**config.mk**
```make
export PLATFORM = sky130hd
export DESIGN_NAME = i2c_init_sequencer
export DESIGN_NICKNAME = d
export VERILOG_FILES = /design/src/rtl/i2c_init_sequencer.sv
export SDC_FILE = /design/constraint.sdc
export NUM_CORES = 1
export LEC_CHECK = 0
export BUFFER_PORTS_ARGS = -buffer_cell sky130_fd_sc_hd__buf_2
export CAP_MARGIN = 20
export CORE_ASPECT_RATIO = 1.2
export CORE_UTILIZATION = 40
export CTS_BUF_LIST = sky130_fd_sc_hd__clkbuf_8
export DETAILED_ROUTE_END_ITERATION = 8
export PLACE_DENSITY = 0.69
export SYNTH_ARGS = -nofsm -noshare
export SYNTH_HDL_FRONTEND = slang
export SYNTH_SLANG_ARGS = --single-unit
```
**constraint.sdc**
```tcl
create_clock -name clk -period 4.5 [get_ports clk]
set_input_delay 0.225 -clock clk [delete_from_list [all_inputs] [get_ports clk]]
set_output_delay 0.225 -clock clk [all_outputs]
set_load 0.03 [all_outputs]
```
**src/rtl/i2c_init_sequencer.sv**
```systemverilog
// Replays a ROM table of 3-byte I2C register writes through the i2cMaster Avalon-MM
// slave port, polling status between bytes and retrying entries that see a NACK.
module i2c_init_sequencer #(
   parameter int NUM_ENTRIES = 11,
   parameter int IDX_W       = (NUM_ENTRIES > 1) ? $clog2(NUM_ENTRIES) : 1,
   parameter int RETRIES     = 2,
   parameter int POLL_GAP    = 16
) (
   input  logic             clk,
   input  logic             resetN,
   input  logic             start,
   output logic             busy,
   output logic             done,
   output logic             err,
   output logic [IDX_W-1:0] errIdx,
   output logic [IDX_W-1:0] tblAdr,
   input  logic [23:0]      tblData,
   output logic [1:0]       avmAdr,
   output logic             avmWr,
   output logic [7:0]       avmWrData,
   output logic             avmRd,
   input  logic [7:0]       avmRdData
);

   typedef enum logic [3:0] {
      S_IDLE, S_FETCH, S_LOAD, S_WR_TX, S_WR_CMD, S_GAP, S_RD_ST, S_CHK,
      S_ABORT, S_ABORT_GAP, S_ABORT_RD, S_ABORT_CHK, S_NEXT, S_FIN
   } state_e;

   localparam logic [1:0]       ADR_TX     = 2'd0;
   localparam logic [1:0]       ADR_CMD    = 2'd1;
   localparam logic [1:0]       ADR_STATUS = 2'd2;
   localparam logic [7:0]       CMD_STOP   = 8'h02;
   localparam logic [9:0]       GAP_LOAD   = 10'(POLL_GAP - 1);
   localparam logic [2:0]       RETRY_MAX  = 3'(RETRIES);
   localparam logic [IDX_W-1:0] LAST_IDX   = IDX_W'(NUM_ENTRIES - 1);

   state_e           state_q, state_d;
   logic [IDX_W-1:0] idx_q, idx_d;
   logic [1:0]       byte_q, byte_d;
   logic [2:0]       retry_q, retry_d;
   logic [9:0]       gap_q, gap_d;
   logic [23:0]      entry_q, entry_d;
   logic             err_q, err_d;
   logic [IDX_W-1:0] err_idx_q, err_idx_d;

   logic             busy_q, busy_d;
   logic             done_q, done_d;
   logic [IDX_W-1:0] tbl_adr_q, tbl_adr_d;
   logic [1:0]       avm_adr_q, avm_adr_d;
   logic             avm_wr_q, avm_wr_d;
   logic [7:0]       avm_wr_data_q, avm_wr_data_d;
   logic             avm_rd_q, avm_rd_d;
   logic [7:0]       tx_byte;

   logic st_busy, st_nack;
   logic unused_rd_bits;
   assign st_busy        = avmRdData[0];
   assign st_nack        = avmRdData[1];
   assign unused_rd_bits = ^avmRdData[7:2];

   always_comb begin
      // NOTE: every signal gets a default before the case so no path leaves it unassigned (no latch).
      state_d   = state_q;
      idx_d     = idx_q;
      byte_d    = byte_q;
      retry_d   = retry_q;
      entry_d   = entry_q;
      err_d     = err_q;
      err_idx_d = err_idx_q;
      gap_d     = GAP_LOAD;

      case (state_q)
         S_IDLE: begin
            if (start) begin
               state_d   = S_FETCH;
               idx_d     = '0;
               byte_d    = '0;
               retry_d   = '0;
               err_d     = 1'b0;
               err_idx_d = '0;
            end
         end
         S_FETCH:  state_d = S_LOAD;
         S_LOAD: begin
            entry_d = tblData;
            state_d = S_WR_TX;
         end
         S_WR_TX:  state_d = S_WR_CMD;
         S_WR_CMD: state_d = S_GAP;
         S_GAP: begin
            if (gap_q == '0) state_d = S_RD_ST;
            else             gap_d   = gap_q - 10'd1;
         end
         S_RD_ST:  state_d = S_CHK;
         S_CHK: begin
            if (st_busy)              state_d = S_GAP;
            else if (st_nack)         state_d = S_ABORT;
            else if (byte_q != 2'd2) begin
               byte_d  = byte_q + 2'd1;
               state_d = S_WR_TX;
            end else                  state_d = S_NEXT;
         end
         S_ABORT:  state_d = S_ABORT_GAP;
         S_ABORT_GAP: begin
            if (gap_q == '0) state_d = S_ABORT_RD;
            else             gap_d   = gap_q - 10'd1;
         end
         S_ABORT_RD: state_d = S_ABORT_CHK;
         S_ABORT_CHK: begin
            if (st_busy) state_d = S_ABORT_GAP;
            else if (retry_q < RETRY_MAX) begin
               retry_d = retry_q + 3'd1;
               byte_d  = '0;
               state_d = S_WR_TX;
            end else begin
               err_d     = 1'b1;
               err_idx_d = idx_q;
               state_d   = S_FIN;
            end
         end
         S_NEXT: begin
            if (idx_q == LAST_IDX) state_d = S_FIN;
            else begin
               idx_d   = idx_q + IDX_W'(1);
               retry_d = '0;
               byte_d  = '0;
               state_d = S_FETCH;
            end
         end
         S_FIN:    state_d = S_IDLE;
         default:  state_d = S_IDLE;
      endcase

      case (byte_d)
         2'd0:    tx_byte = entry_d[23:16];
         2'd1:    tx_byte = entry_d[15:8];
         default: tx_byte = entry_d[7:0];
      endcase

      // Outputs are decoded from the next state so every port comes straight off a flop.
      busy_d        = !(state_d inside {S_IDLE, S_FIN});
      done_d        = (state_d == S_FIN);
      tbl_adr_d     = (state_d == S_FETCH) ? idx_d : tbl_adr_q;
      avm_wr_d      = state_d inside {S_WR_TX, S_WR_CMD, S_ABORT};
      avm_rd_d      = state_d inside {S_RD_ST, S_ABORT_RD};
      avm_adr_d     = avm_adr_q;
      avm_wr_data_d = avm_wr_data_q;
      case (state_d)
         S_WR_TX: begin
            avm_adr_d     = ADR_TX;
            avm_wr_data_d = tx_byte;
         end
         S_WR_CMD: begin
            avm_adr_d     = ADR_CMD;
            avm_wr_data_d = {5'b0, 1'b1, byte_d == 2'd2, byte_d == 2'd0};
         end
         S_ABORT: begin
            avm_adr_d     = ADR_CMD;
            avm_wr_data_d = CMD_STOP;
         end
         S_RD_ST, S_ABORT_RD: avm_adr_d = ADR_STATUS;
         default: ;
      endcase
   end

   // NOTE: sequential state uses non-blocking assignments so all flops update together at the edge.
   always_ff @(posedge clk or negedge resetN) begin
      if (!resetN) begin
         state_q       <= S_IDLE;
         idx_q         <= '0;
         byte_q        <= '0;
         retry_q       <= '0;
         gap_q         <= GAP_LOAD;
         entry_q       <= '0;
         err_q         <= 1'b0;
         err_idx_q     <= '0;
         busy_q        <= 1'b0;
         done_q        <= 1'b0;
         tbl_adr_q     <= '0;
         avm_adr_q     <= '0;
         avm_wr_q      <= 1'b0;
         avm_wr_data_q <= '0;
         avm_rd_q      <= 1'b0;
      end else begin
         state_q       <= state_d;
         idx_q         <= idx_d;
         byte_q        <= byte_d;
         retry_q       <= retry_d;
         gap_q         <= gap_d;
         entry_q       <= entry_d;
         err_q         <= err_d;
         err_idx_q     <= err_idx_d;
         busy_q        <= busy_d;
         done_q        <= done_d;
         tbl_adr_q     <= tbl_adr_d;
         avm_adr_q     <= avm_adr_d;
         avm_wr_q      <= avm_wr_d;
         avm_wr_data_q <= avm_wr_data_d;
         avm_rd_q      <= avm_rd_d;
      end
   end

   assign busy      = busy_q;
   assign done      = done_q;
   assign err       = err_q;
   assign errIdx    = err_idx_q;
   assign tblAdr    = tbl_adr_q;
   assign avmAdr    = avm_adr_q;
   assign avmWr     = avm_wr_q;
   assign avmWrData = avm_wr_data_q;
   assign avmRd     = avm_rd_q;

endmodule

```
==> flow_summary.json <==
{
  "status": "finished, final reports clean",
  "cts-resized-gates": 0,
  "die_area_um2": 8780,
  "cts.path.max_buffers": 2,
  "drive_above_1_share_pct": 31.4,
  "final-setup-viol-count": 0,
  "start_util_pct": 41.3,
  "syn_inst": 309,
  "tns_ns": 0,
  "synth_top_area_share_pct": 49.1,
  "tritoncts": "done",
  "fin_skew_ns": 0.00556,
  "leakagePower_uw": 0.00189,
  "ctsHoldBuffers": 0,
  "htree_levels": 3,
  "grt_max_degree": 71,
  "io_buffers": 51,
  "synth_edf_count": 0,
  "netlist_area_um2": 3360,
  "wl_um": 6710,
  "place_congestion": 0.802,
  "p_per_area_nw_per_um2": 610,
  "post-cts-setup-buffers": 0,
  "syn_avg_cell_area_um2": 10.9,
  "grt_pass1_wl_um": 11400,
  "die_y_um": 102,
  "r2r_cells": 7,
  "cp_data_required_time_ns": 4.71,
  "clkTransAtPathRegs_ns": 0.07,
  "fin_crit_sh_pct": 67.6,
  "power.switching_uw": 898,
  "met1_usage_pct": 20.3,
  "p_seq_share_pct": 41.4,
  "vias": 2426,
  "worstMarginPinSlew_ns": 0.878,
  "drt_iter0_drc": 150,
  "fp-row-count": 36,
  "core-area_um2": 8150,
  "switching_share_pct": 38.0,
  "critPathKind": "flip-flop to flip-flop",
  "whs_ns": 0.0530,
  "combPwrFrac_pct": 40.7,
  "hold_viol": 0,
  "drv_slew": 0,
  "cts_num_sinks": 70,
  "fmax_mhz": 329,
  "area_growth_pct": 15.1,
  "detail_route.wl_per_cell_um": 14.1,
  "track_usage_pct": 16.8,
  "met2_usage_pct": 28.1,
  "start_kind": "flip-flop",
  "p_int_uw": 1470,
  "min_period_ns": 3.04,
  "hp-class": "primary input to asynchronous set/reset pin",
  "grt_overflow_total": 0,
  "chipWidth_um": 85.7,
  "busiest_layer": "met2",
  "antenna_found_initial": 0,
  "cts_root_buffer": "clkbuf_8",
  "synth.largest_area_cell": "dfrtp_1",
  "ant_nets": 0,
  "fin_nets": 401,
  "rsz0062_at_grt": "no",
  "dr.pass1.iters": 4,
  "yosysMostFrequentCell": "dfrtp_1",
  "r2r-start": "state_q[3]",
  "antennaDiodeCount": 0,
  "async_flop_share_pct": 100,
  "grt_use_met3_pct": 4.85,
  "cts_made_buffers": 9,
  "via_per_inst": 5.09,
  "yosys-top-cells-count": "66 x dfrtp_1, 28 x nand2_1, 27 x mux2_2, 27 x nor2_1",
  "yosysWarnings": 0,
  "slew_headroom_pct": 41.5,
  "vdd_drop_max_uv": 284,
  "power.share.clock_pct": 17.9,
  "endpoint_kind": "flip-flop",
  "synthFlopType": "dfrtp_1",
  "syn-num-nets": 350,
  "yosysSeqAreaShare_pct": 52.2,
  "cp_max_fo": 18,
  "drcViolationCount": 0,
  "synth.distinct_cells": 51,
  "synth.area.top_cells": "dfrtp_1 49%, mux2_2 9.0%, dfstp_2 3.1%",
  "maxCapViolCount": 0,
  "grt_pass1_vias": 2426,
  "clkLatencyLatePin_ns": 0.35,
  "dpl.hpwl_um": 4670,
  "pin_count": 58,
  "critPathLaunch": "state_q[3]",
  "ys_ff_latch": 70,
  "critical_path_arrival_ns": 3.25
}
==> logic make-up after synthesis <==
logic type	after synthesis	synth area share, %
muxes	35	11.4
AOI/OAI and AO/OA	49	10.9
buffers and inverters	26	3.50
adders and majority gates	6	2.23
DFF	70	52.2
and+or+nand+nor	113	17.1
xor gates and xnor gates	10	2.60
==> final cells by class <==
class | instances | area (um^2)
fill | 761 | 4280
sequential | 70 | 1760
multi-input combinational | 213 | 1490
timing repair buffer | 53 | 278
tap | 114 | 143
clock buffer | 10 | 138
inverter | 13 | 48.8
clock inverter | 4 | 18.8
==> flip-flops by register name, summed over array words and instances, names as in the netlist, 2 cells and up <==
signal	count
avmAdr	2
avmWrData	8
byte_q	2
entry_q	24
errIdx	4
gap_q	10
idx_q	4
retry_q	3
state_q	4
tblAdr	4
==> worst max-delay path: stages (launching register included) <==
cell      delay (ns)
dfrtp_1         0.56
or4b_1          0.59
a21o_1          0.19
a211o_1         0.29
a22oi_2         0.61
mux2_2          0.41
mux2i_1         0.14
a221oi_1        0.10
==> routing by layer <==
| layer | wire [um] | part of all wire, % | vias up |
|---|---|---|---|
| met5 | 0 | 0 | - |
| met4 | 119 | 1.8 | 0 |
| met3 | 302 | 4.5 | 8 |
| met2 | 3290 | 49 | 47 |
| met1 | 3000 | 45 | 1183 |
| li1 | - | - | 1188 |
==> power by group through the flow <==
stage          sequential [uW]  combinational, uW  clock, uW
6_report                   979                963        422
4_1_cts                    981                974        436
3_5_place_dp               989                968          0
3_3_place_gp               982                947          0
5_1_grt                   1010               1070        461
2_1_floorplan             1030                702          0
==> path summary, 6_finish.rpt <==
| check | end | slack [ns] |
|---|---|---|
| worst max register to register | avmWrData[0] | 1.46 |
| worst min-delay path | entry_q[7] | 0.05 |
| max in group asynchronous | state_q[0] | 3.86 |
| worst max-delay path | avmWrData[0] | 1.46 |
| worst min register to register | gap_q[0] | 0.46 |
| min in group clk | entry_q[7] | 0.12 |
==> stage by stage <==
step / setup WS, ns / instances / power [uW] / util, % / area (um^2)
6_report: 1.46 / 477 / 2360 / 47.5 / 3870
3_5_place_dp: 1.43 / 462 / 1960 / 45.4 / 3700
4_1_cts: 1.41 / 476 / 2390 / 47.3 / 3860
3_3_place_gp: 1.44 / 462 / 1930 / 45.4 / 3700
2_1_floorplan: 2.13 / 309 / 1730 / - / 3360
5_1_grt: 1.27 / 477 / 2540 / 47.5 / 3870
==> cells in the final DEF, fill, tap and decap left out, drive strengths merged, types with 2 or more instances in the layout <==
cell,instances
a211o,2
a21o,2
a21oi,4
a22o,4
a22oi,3
a311o,2
a31o,6
a31oi,2
and3b,2
buf,53
clkbuf,10
dfrtp,66
dfstp,4
ha,6
inv,16
mux2,27
mux2i,8
nand2,28
nand2b,6
nand3,8
nor2,27
nor2b,6
nor3,11
nor4,6
nor4b,2
o21ai,13
o21bai,2
or2,8
or4,2
xnor2,8
xor2,2
(Power assumes the default switching activity.)
